## src/rtl/axi_sram_pkg.sv

```systemverilog
// Shared AXI encodings, FSM state type and burst legality check for the AXI-to-SRAM responder.
package axi_sram_pkg;

  localparam logic [1:0] BURST_FIXED = 2'b00;
  localparam logic [1:0] BURST_INCR  = 2'b01;
  localparam logic [1:0] BURST_WRAP  = 2'b10;

  localparam logic [1:0] RESP_OKAY   = 2'b00;
  localparam logic [1:0] RESP_SLVERR = 2'b10;

  localparam logic [2:0] SIZE_64BIT  = 3'd3;

  typedef enum logic [1:0] {
    IDLE    = 2'd0,
    WR_DATA = 2'd1,
    WR_RESP = 2'd2,
    RD_DATA = 2'd3
  } state_t;

  // A burst we cannot serve still runs to completion, but with SLVERR.
  function automatic logic burst_error(input logic [2:0] size,
                                       input logic [1:0] burst,
                                       input logic [7:0] len);
    logic bad_wrap;
    bad_wrap = (burst == BURST_WRAP) &&
               !(len == 8'd1 || len == 8'd3 || len == 8'd7 || len == 8'd15);
    return (size != SIZE_64BIT) || (burst == 2'b11) || bad_wrap;
  endfunction

endpackage

```

## src/rtl/axi_burst_addr.sv

```systemverilog
// Next SRAM word address for an AXI burst (FIXED / INCR / WRAP), in 64-bit word units.
module axi_burst_addr
  import axi_sram_pkg::*;
#(
  parameter int MEM_AW = 16
) (
  input  logic [MEM_AW-1:0] cur_addr,
  input  logic [7:0]        len,
  input  logic [1:0]        burst,
  output logic [MEM_AW-1:0] next_addr
);

  localparam logic [MEM_AW-1:0] ONE = MEM_AW'(1);

  logic [MEM_AW-1:0] incr_addr;
  logic [MEM_AW-1:0] wrap_mask;

  assign incr_addr = cur_addr + ONE;
  // len is 2^n-1 for a legal WRAP, so it doubles as the in-block offset mask.
  assign wrap_mask = MEM_AW'(len);

  always_comb begin
    next_addr = incr_addr;
    case (burst)
      BURST_FIXED: next_addr = cur_addr;
      BURST_WRAP:  next_addr = (cur_addr & ~wrap_mask) | (incr_addr & wrap_mask);
      default:     next_addr = incr_addr;
    endcase
  end

endmodule

```

## src/rtl/axi_sram_resp.sv

```systemverilog
// AXI4 slave serving one burst at a time from a single-port SRAM with 1-cycle read latency.
module axi_sram_resp
  import axi_sram_pkg::*;
#(
  parameter int ID_WIDTH   = 4,
  parameter int DATA_WIDTH = 64,
  parameter int ADDR_WIDTH = 32,
  parameter int MEM_AW     = 16
) (
  input  logic                    aclk,
  input  logic                    aresetn,
  input  logic                    s_axi_awvalid,
  output logic                    s_axi_awready,
  input  logic [ID_WIDTH-1:0]     s_axi_awid,
  input  logic [ADDR_WIDTH-1:0]   s_axi_awaddr,
  input  logic [7:0]              s_axi_awlen,
  input  logic [2:0]              s_axi_awsize,
  input  logic [1:0]              s_axi_awburst,
  input  logic                    s_axi_wvalid,
  output logic                    s_axi_wready,
  input  logic [DATA_WIDTH-1:0]   s_axi_wdata,
  input  logic [DATA_WIDTH/8-1:0] s_axi_wstrb,
  input  logic                    s_axi_wlast,
  output logic                    s_axi_bvalid,
  input  logic                    s_axi_bready,
  output logic [ID_WIDTH-1:0]     s_axi_bid,
  output logic [1:0]              s_axi_bresp,
  input  logic                    s_axi_arvalid,
  output logic                    s_axi_arready,
  input  logic [ID_WIDTH-1:0]     s_axi_arid,
  input  logic [ADDR_WIDTH-1:0]   s_axi_araddr,
  input  logic [7:0]              s_axi_arlen,
  input  logic [2:0]              s_axi_arsize,
  input  logic [1:0]              s_axi_arburst,
  output logic                    s_axi_rvalid,
  input  logic                    s_axi_rready,
  output logic [ID_WIDTH-1:0]     s_axi_rid,
  output logic [DATA_WIDTH-1:0]   s_axi_rdata,
  output logic [1:0]              s_axi_rresp,
  output logic                    s_axi_rlast,
  output logic                    mem_en,
  output logic                    mem_we,
  output logic [MEM_AW-1:0]       mem_addr,
  output logic [DATA_WIDTH/8-1:0] mem_wstrb,
  output logic [DATA_WIDTH-1:0]   mem_wdata,
  input  logic [DATA_WIDTH-1:0]   mem_rdata
);

  state_t                state;
  logic                  prefer_wr;
  logic                  aw_grant, ar_grant;

  logic [ID_WIDTH-1:0]   wr_id, rd_id;
  logic [7:0]            wr_len, rd_len;
  logic [1:0]            wr_burst, rd_burst;
  logic [MEM_AW-1:0]     wr_addr, rd_addr, wr_next, rd_next;
  logic                  wr_err, wr_bad, rd_err;
  logic [7:0]            wr_cnt;
  logic                  w_hs, w_final, wr_do;

  logic [8:0]            rd_issued;
  logic                  rd_issue, rd_last_issue, rd_room;
  logic                  rd_pending, rd_pending_last;
  logic [DATA_WIDTH-1:0] pend_data;
  logic [1:0]            occupancy;
  logic                  r_pop, r_done;

  logic [DATA_WIDTH-1:0] skid_data [2];
  logic [1:0]            skid_last;
  logic                  skid_rp, skid_wp;
  logic [1:0]            skid_cnt;
  logic                  skid_push, skid_pop;

  logic                  unused_addr_bits;
  assign unused_addr_bits = ^{s_axi_awaddr[ADDR_WIDTH-1:MEM_AW+3], s_axi_awaddr[2:0],
                              s_axi_araddr[ADDR_WIDTH-1:MEM_AW+3], s_axi_araddr[2:0]};

  // Ready is gated by aresetn so nothing is accepted while reset is held.
  assign aw_grant = aresetn && (state == IDLE) && s_axi_awvalid && (prefer_wr || !s_axi_arvalid);
  assign ar_grant = aresetn && (state == IDLE) && s_axi_arvalid && !aw_grant;
  assign s_axi_awready = aw_grant;
  assign s_axi_arready = ar_grant;

  assign s_axi_wready = (state == WR_DATA);
  assign w_hs         = (state == WR_DATA) && s_axi_wvalid;
  assign w_final      = (wr_cnt == wr_len);
  assign wr_do        = w_hs && !wr_err;

  assign s_axi_bvalid = (state == WR_RESP);
  assign s_axi_bid    = wr_id;
  assign s_axi_bresp  = (wr_err || wr_bad) ? RESP_SLVERR : RESP_OKAY;

  // Reads are throttled so everything in flight always fits in the skid buffer.
  assign occupancy     = skid_cnt + {1'b0, rd_pending};
  assign r_pop         = s_axi_rvalid && s_axi_rready;
  assign r_done        = r_pop && s_axi_rlast;
  assign rd_room       = (occupancy - {1'b0, r_pop}) < 2'd2;
  assign rd_issue      = (state == RD_DATA) && (rd_issued != ({1'b0, rd_len} + 9'd1)) && rd_room;
  assign rd_last_issue = (rd_issued[7:0] == rd_len);
  assign pend_data     = rd_err ? '0 : mem_rdata;

  assign s_axi_rvalid = (skid_cnt != 2'd0) || rd_pending;
  assign s_axi_rdata  = (skid_cnt != 2'd0) ? skid_data[skid_rp] : pend_data;
  assign s_axi_rlast  = (skid_cnt != 2'd0) ? skid_last[skid_rp] : rd_pending_last;
  assign s_axi_rid    = rd_id;
  assign s_axi_rresp  = rd_err ? RESP_SLVERR : RESP_OKAY;

  assign skid_push = rd_pending && !((skid_cnt == 2'd0) && r_pop);
  assign skid_pop  = r_pop && (skid_cnt != 2'd0);

  assign mem_en    = wr_do || rd_issue;
  assign mem_we    = wr_do;
  assign mem_addr  = (state == WR_DATA) ? wr_addr : rd_addr;
  assign mem_wstrb = s_axi_wstrb;
  assign mem_wdata = s_axi_wdata;

  axi_burst_addr #(.MEM_AW(MEM_AW)) u_wr_addr (
    .cur_addr (wr_addr),
    .len      (wr_len),
    .burst    (wr_burst),
    .next_addr(wr_next)
  );

  axi_burst_addr #(.MEM_AW(MEM_AW)) u_rd_addr (
    .cur_addr (rd_addr),
    .len      (rd_len),
    .burst    (rd_burst),
    .next_addr(rd_next)
  );

  always_ff @(posedge aclk or negedge aresetn) begin
    if (!aresetn) begin
      state     <= IDLE;
      prefer_wr <= 1'b1;
      wr_id     <= '0;
      wr_len    <= '0;
      wr_burst  <= '0;
      wr_addr   <= '0;
      wr_err    <= 1'b0;
      wr_bad    <= 1'b0;
      wr_cnt    <= '0;
      rd_id     <= '0;
      rd_len    <= '0;
      rd_burst  <= '0;
      rd_addr   <= '0;
      rd_err    <= 1'b0;
      rd_issued <= '0;
    end else begin
      case (state)
        IDLE: begin
          if (aw_grant) begin
            wr_id     <= s_axi_awid;
            wr_len    <= s_axi_awlen;
            wr_burst  <= s_axi_awburst;
            wr_addr   <= s_axi_awaddr[MEM_AW+2:3];
            wr_err    <= burst_error(s_axi_awsize, s_axi_awburst, s_axi_awlen);
            wr_bad    <= 1'b0;
            wr_cnt    <= '0;
            prefer_wr <= 1'b0;
            state     <= WR_DATA;
          end else if (ar_grant) begin
            rd_id     <= s_axi_arid;
            rd_len    <= s_axi_arlen;
            rd_burst  <= s_axi_arburst;
            rd_addr   <= s_axi_araddr[MEM_AW+2:3];
            rd_err    <= burst_error(s_axi_arsize, s_axi_arburst, s_axi_arlen);
            rd_issued <= '0;
            prefer_wr <= 1'b1;
            state     <= RD_DATA;
          end
        end
        WR_DATA: begin
          if (w_hs) begin
            wr_addr <= wr_next;
            wr_cnt  <= wr_cnt + 8'd1;
            if (s_axi_wlast != w_final) wr_bad <= 1'b1;
            if (w_final) state <= WR_RESP;
          end
        end
        WR_RESP: begin
          if (s_axi_bready) state <= IDLE;
        end
        RD_DATA: begin
          if (rd_issue) begin
            rd_addr   <= rd_next;
            rd_issued <= rd_issued + 9'd1;
          end
          if (r_done) state <= IDLE;
        end
        default: state <= IDLE;
      endcase
    end
  end

  // SRAM data lands one cycle after issue; beats the master does not take yet go to the skid buffer.
  always_ff @(posedge aclk or negedge aresetn) begin
    if (!aresetn) begin
      rd_pending      <= 1'b0;
      rd_pending_last <= 1'b0;
      skid_data[0]    <= '0;
      skid_data[1]    <= '0;
      skid_last       <= '0;
      skid_rp         <= 1'b0;
      skid_wp         <= 1'b0;
      skid_cnt        <= '0;
    end else begin
      rd_pending      <= rd_issue;
      rd_pending_last <= rd_last_issue;
      if (skid_push) begin
        skid_data[skid_wp] <= pend_data;
        skid_last[skid_wp] <= rd_pending_last;
        skid_wp            <= ~skid_wp;
      end
      if (skid_pop) skid_rp <= ~skid_rp;
      skid_cnt <= skid_cnt + {1'b0, skid_push} - {1'b0, skid_pop};
    end
  end

endmodule

```

## config.mk

```make
export PLATFORM = sky130hd
export DESIGN_NAME = axi_sram_resp
export DESIGN_NICKNAME = d
export VERILOG_FILES = /design/src/rtl/axi_sram_pkg.sv /design/src/rtl/axi_burst_addr.sv /design/src/rtl/axi_sram_resp.sv
export SDC_FILE = /design/constraint.sdc
export NUM_CORES = 1
export LEC_CHECK = 0
export CAP_MARGIN = 10
export CORE_MARGIN = 5
export CORE_UTILIZATION = 42
export DETAILED_ROUTE_END_ITERATION = 16
export PLACE_DENSITY = 0.77
export SLEW_MARGIN = 5
export SYNTH_ARGS = -nofsm -noshare
export SYNTH_HDL_FRONTEND = slang
export SYNTH_SLANG_ARGS = --single-unit
```

## constraint.sdc

```tcl
create_clock -name aclk -period 2.9 [get_ports aclk]
set_clock_uncertainty 0.15 [all_clocks]
set_input_delay 0.58 -clock aclk [delete_from_list [all_inputs] [get_ports aclk]]
set_output_delay 0.58 -clock aclk [all_outputs]
set_load 0.1 [all_outputs]
```

* Yosys cells after proc, flatten, opt, wreduce, memory -nomap -nowiden *
Cells that the tools add are included.

operators by class
  $add $sub $neg = 9
  multiply operators = 0
  div/mod/pow operators = 0
  magnitude comparators = 7
  eq/ne operators = 35
  shift operators = 0
  mux-type cells = 46
  bitwise gates (word level) = 13
  reductions and logical operators = 55

operators with widths
  cell                   number
  $mux 64                6
  $bwmux 128             1
  $pmux 16 s2            4
  $mux 16                6
  $demux 64 s1           1
  $add 16x1->16 const B  2
  $and 16x16->16         2
  $and 16x8->16          2
  $not 8->16             2
  $or 16x16->16          2
  $mux 9                 3
  $logic_and 1x1->1      18
  $pmux 9 s2             1
  $eq 2x2->1 const B     8
  $eq 8x1->1 const B     2
  $eq 8x2->1 const B     2
  $eq 8x3->1 const B     2
  $eq 8x4->1 const B     2
  $eq 8x8->1             2
  $mux 2                 8
  $mux 8                 2
  $pmux 8 s2             1
  $logic_or 1x1->1       14
  $ne 2x2->1 const B     7
  30 further kinds       65

storage, ports and cells
  bits in registers = 219
  bits in latches = 0
  memory bits (writable) = 0
  bits in read-only memories = 0
  input bits = 242
  word-level logic and storage cells = 188
  memories kept = 0

* Logic depth before layout (Yosys ltp) *
  word-level depth = 9
  depth in mapped cells = 11
  mapped depth without buffers = 10

* Cells and area by module *
From an unflattened synthesis, not the netlist that was laid out.

unflattened totals
  cell total of the unflattened synthesis = 1,396
  area, all modules = 12,360.6 um^2

by module, submodules not included
  module          instances  cells each  area an instance (um^2)  seq. area each (um^2)
  axi_sram_resp   1          1,290       11,617.4                 5,481.5
  axi_burst_addr  2          53          371.6                    0.0

* Worst setup path before layout *
No wires, ideal clock.

  path kind = flip-flop to output port
  from = register skid_cnt[1]
  to = output port mem_en
  data arrival time = 3,896 ps
  slack = -1,726 ps
  cell stages (with the launch flop) = 8
  path buffers = 0
  path through = dfrtp_1 > or3_1 > and2_1 > ha_1 > nand2b_1 > xnor2_2 > o21ai_2 > o22ai_1

between the ends
  longest elaborated chain between the ends = 7
  elaborated cells on any way between the ends = 8
  classes of those cells = add/sub (2); order compare (1); reduce/logical (5)

RTL lines
  item                    line                  text
  from (decl)             axi_sram_resp.sv:71   logic [1:0] skid_cnt;
  from (signal assigned)  axi_sram_resp.sv:215  skid_cnt <= skid_cnt + {1'b0, skid_push} - {1'b0, skid_pop};
  $reduce_bool 2->1       axi_sram_resp.sv:102  assign s_axi_rvalid = (skid_cnt != 2'd0) || rd_pending;
  $logic_or 1x1->1        axi_sram_resp.sv:102
  named net s_axi_rvalid  axi_sram_resp.sv:35   output logic s_axi_rvalid,
  $logic_and 1x1->1       axi_sram_resp.sv:95   assign r_pop = s_axi_rvalid && s_axi_rready;
  $sub 2x1->2             axi_sram_resp.sv:97   assign rd_room = (occupancy - {1'b0, r_pop}) < 2'd2;
  $lt 2x2->1              axi_sram_resp.sv:97
  $logic_and 1x1->1       axi_sram_resp.sv:98   assign rd_issue = (state == RD_DATA) && (rd_issued != ({1'b0, rd_len} + 9'd1)) && rd_room;
  $logic_or 1x1->1        axi_sram_resp.sv:111  assign mem_en = wr_do || rd_issue;
  to (decl)               axi_sram_resp.sv:41   output logic mem_en,

The timed path passes the listed nets, and every way through them passes these cells.

* Worst setup path in the final report *
  from = register skid_cnt[0]
  to = output port mem_en

between the ends
  longest elaborated chain between the ends = 7
  elaborated cells on any way between the ends = 8
  classes of those cells = add/sub (2); order compare (1); reduce/logical (5)

RTL lines
  item                                                 line
  branches (longest 3 deep; another with $add 2x1->2)  n/a
  $sub 2x1->2 *                                        axi_sram_resp.sv:97
  $lt 2x2->1 *                                         axi_sram_resp.sv:97
  $logic_and 1x1->1 *                                  axi_sram_resp.sv:98
  $logic_or 1x1->1 *                                   axi_sram_resp.sv:111

Mark *: on every way between the ends.

==> flow_summary_export.csv <==
group,metric,value,unit
routing,wirelength,36420,um
min_path,min_path_type,"reg -> reg",
synthesis,synth-edff-count,0,
place,gp_routability_congestion,0.9150,
synthesis,synth.most_common_cell,"nand2_1",
global_routing,grt_remaining_overflow,0,
global_routing,antenna_found_initial,0,
clock_tree,cts_buffer_depth,3,
clock_tree,cts_root_buf,"clkbuf_16",
sta,maxSlewViolCount,0,
layout,synthToLayoutAreaGrowth,45.56,%
clock_tree,htree_levels,1,
critical_path,crit_required,2.17,ns
critical_path,worst_setup_path_start_kind,"flop",
synthesis,yosys_warnings,0,
synthesis,synth_top_area_share,43.70,%
synthesis,yosysSeqAreaShare,43.91,%
global_routing,grt_pass1_vias,11170,
run,drv_cap,0,
global_routing,gr-usage-all-layers,20.85,%
global_routing,grt_max_degree,128,
routing,viasPerCell,5.526,
status,violations,"setup timing",
synthesis,synth_cell_types,69,
critical_path,crit_path_frequent_cell,"xnor2_4",
clock_tree,cts_num_sinks,219,
global_routing,grt_pass1_wl,58330,um
critical_path,worst-path-max-fanout,2,
synthesis,synthTopCellsByArea,"dfrtp_1, nand2_1, o21ai_0",
routing,ant_nets,0,
critical_path,critPathArrivalTime,2.51,ns
critical_path,crit_path_cell_trace,"or3_4 -> and2_4 -> ha_4 -> xnor2_4 -> xnor2_4 -> buf_6 -> o21ai_4 -> o22ai_4 -> buf_12",
synthesis,yosysTopAreaCell,"dfrtp_1",
routing,routedWlPerCell,18.14,um
synthesis,ys_top_cells_by_count,"nand2_1, dfrtp_1, o21ai_0",
min_path,hold_depth,2,
floorplanning,die_x,182.4,um
routing,vias,11100,
sta,setup_tns,-1.743,ns
sta,hold_viol_final,0,
sta,clock.fmax,309.0,MHz
routing,route.detailed.drc,0,
critical_path,end_kind,"output port",
sta,setup_violations,15,
sta,period_share,111.6,%
synthesis,syn-cell-area,12480,um2
critical_path,crit_type,"reg -> out",
critical_path,ff2ff_path_depth,14,
synthesis,ys_seq_elements,219,
synthesis,syn_inst,1424,
synthesis,syn_area_per_cell,8.767,um2
sta,fin_crit,3.236,ns
place,dp_hpwl,24830,um
sta,tightest_slew,0.7660,ns
floorplanning,die_y,182.4,um
place,dp_slack,-0.3847,ns
routing,drtIter0Drc,790,
clock_tree,insertion_delay,0.52,ns
sta,worst_slack,-0.3362,ns
layout,nFillCells,2379,
floorplanning,dieArea,33270,um2
layout,fin_nets,1855,
sta,slew_headroom,48.93,%
layout,finalNonFillerCells,2008,
synthesis,ys.flop_type,"dfrtp_1",
synthesis,synthArstFlopShare,100.0,%
place,placedCellCount,1940,
routing,dr.pass1.iters,5,
layout,drive_above_1_share,23.79,%
clock_tree,tritoncts,"built",
sta,rsz0062_at_grt,"yes",
floorplanning,initial_core_util,42.35,%
clock_tree,cts_buffers,25,
critical_path,slowest_stage,"or3_4",
status,outcome,"finished, violations left",
floorplanning,fp-row-count,63,
floorplanning,core,29480,um2
place,numPortBuffers,235,
floorplanning,ioPinCount,414,
critical_path,max_stage_delay,0.39,ns
layout,diodes,0,
clock_tree,path_clk_slew,0.06,ns
-- metrics by stage --
step	hold WS (ns)	cell area, um2	util, %
floorplan	0.1344	13270	-
global placement	0.2542	16570	56.22
detailed placement	0.2556	16570	56.22
CTS	0.3248	17780	60.31
global route	0.3451	18170	61.64
finish	0.3217	18170	61.64
-- final timing paths --
check | start | end | slack, ns
worst max-delay path | skid_cnt[0] | mem_en | -0.34
worst min-delay path | skid_data[90] | skid_data[90] | 0.32
worst max register to register | skid_cnt[0] | rd_addr[0] | -0.20
worst min register to register | skid_data[90] | skid_data[90] | 0.32
max in group asynchronous | aresetn | skid_data[96] | 0.58
min in group asynchronous | aresetn | wr_addr[0] | 0.40
-- final cells by class --
class / instances / area, um2 / area share [%]
clock inverter: 12 / 220.2 / 1.212
clock buffer: 32 / 691.9 / 3.807
multi-input combinational: 1021 / 7077 / 38.94
timing repair buffer: 317 / 4146 / 22.82
tap: 390 / 488.0 / 2.685
inverter: 17 / 63.81 / 0.3511
sequential: 219 / 5485 / 30.18
-- cells in the final DEF, fill, tap and decap left out, types with 9 or more instances in the layout --
master	n
buf_4	65
nand2b_1	70
mux2_2	32
a211oi_2	20
nor2_1	40
inv_1	17
o21ai_0	165
buf_12	99
mux2i_1	10
nor2b_1	71
clkbuf_16	27
a21oi_1	13
and3_1	12
nor3_1	11
nand3_1	31
nor4_1	9
a211oi_1	48
a21oi_4	60
dfrtp_1	217
xor2_1	24
nand2_1	231
clkdlybuf4s50_1	136
ha_1	9
xnor2_1	13
-- state kept, by name (all words and copies together) (netlist names), named ones only --
| name | flops |
|---|---|
| s_axi_rid | 4 |
| skid_cnt | 2 |
| wr_len | 8 |
| skid_rp | 1 |
| rd_issued | 9 |
| skid_data | 128 |
| skid_last | 2 |
| wr_bad | 1 |
| rd_len | 8 |
| state | 2 |
| wr_err | 1 |
| skid_wp | 1 |
| rd_pending_last | 1 |
| rd_pending | 1 |
| rd_addr | 9 |
| wr_burst | 2 |
| prefer_wr | 1 |
| wr_addr | 9 |
| rd_burst | 2 |
| wr_cnt | 8 |
| rd_err | 1 |
| s_axi_bid | 4 |
-- worst max-delay path, delay by kind of cell (launching register included) --
family	cells	cell delay (ns)
simple gates	2	0.55
flops	1	0.38
xor+xnor	2	0.37
buf+inv	2	0.31
compound gates	2	0.19
fa+ha+maj	1	0.17
-- kinds of logic after synthesis --
family	after synthesis	share of synthesized area, %
AO/OA/AOI/OAI	390	18.89
XOR/XNOR	39	2.796
adder cells (fa/ha/maj)	12	1.203
buffers and inverters	185	7.987
flip-flops	219	43.91
multiplexers	44	3.869
other	1	0.03004
AND/OR/NAND/NOR	534	21.32
-- routing by layer --
layer | wire length (um) | track usage, % | part of all wire, % | up-vias
li1 | - | - | - | 5237
met1 | 15740 | 28.25 | 43 | 5395
met2 | 17540 | 34.16 | 48 | 408
met3 | 2425 | 4.545 | 6.7 | 57
met4 | 714 | 5.374 | 2.0 | 0
met5 | 0 | 0 | 0 | -
-- what timing repair did --
item / CTS / global route
hold buffers: 1 / 0
gates resized for setup: 31 / 53
pin swaps: 16 / 10
endpoints found under the hold margin: 19 / 0
gates cloned: 2 / 2
endpoints found under the setup margin: 69 / 175
buffers inserted: 8 / 14
Power is left out: the tool's default activity adds up to more than one toggle a clock period on the data nets, which glitch-free logic cannot reach.
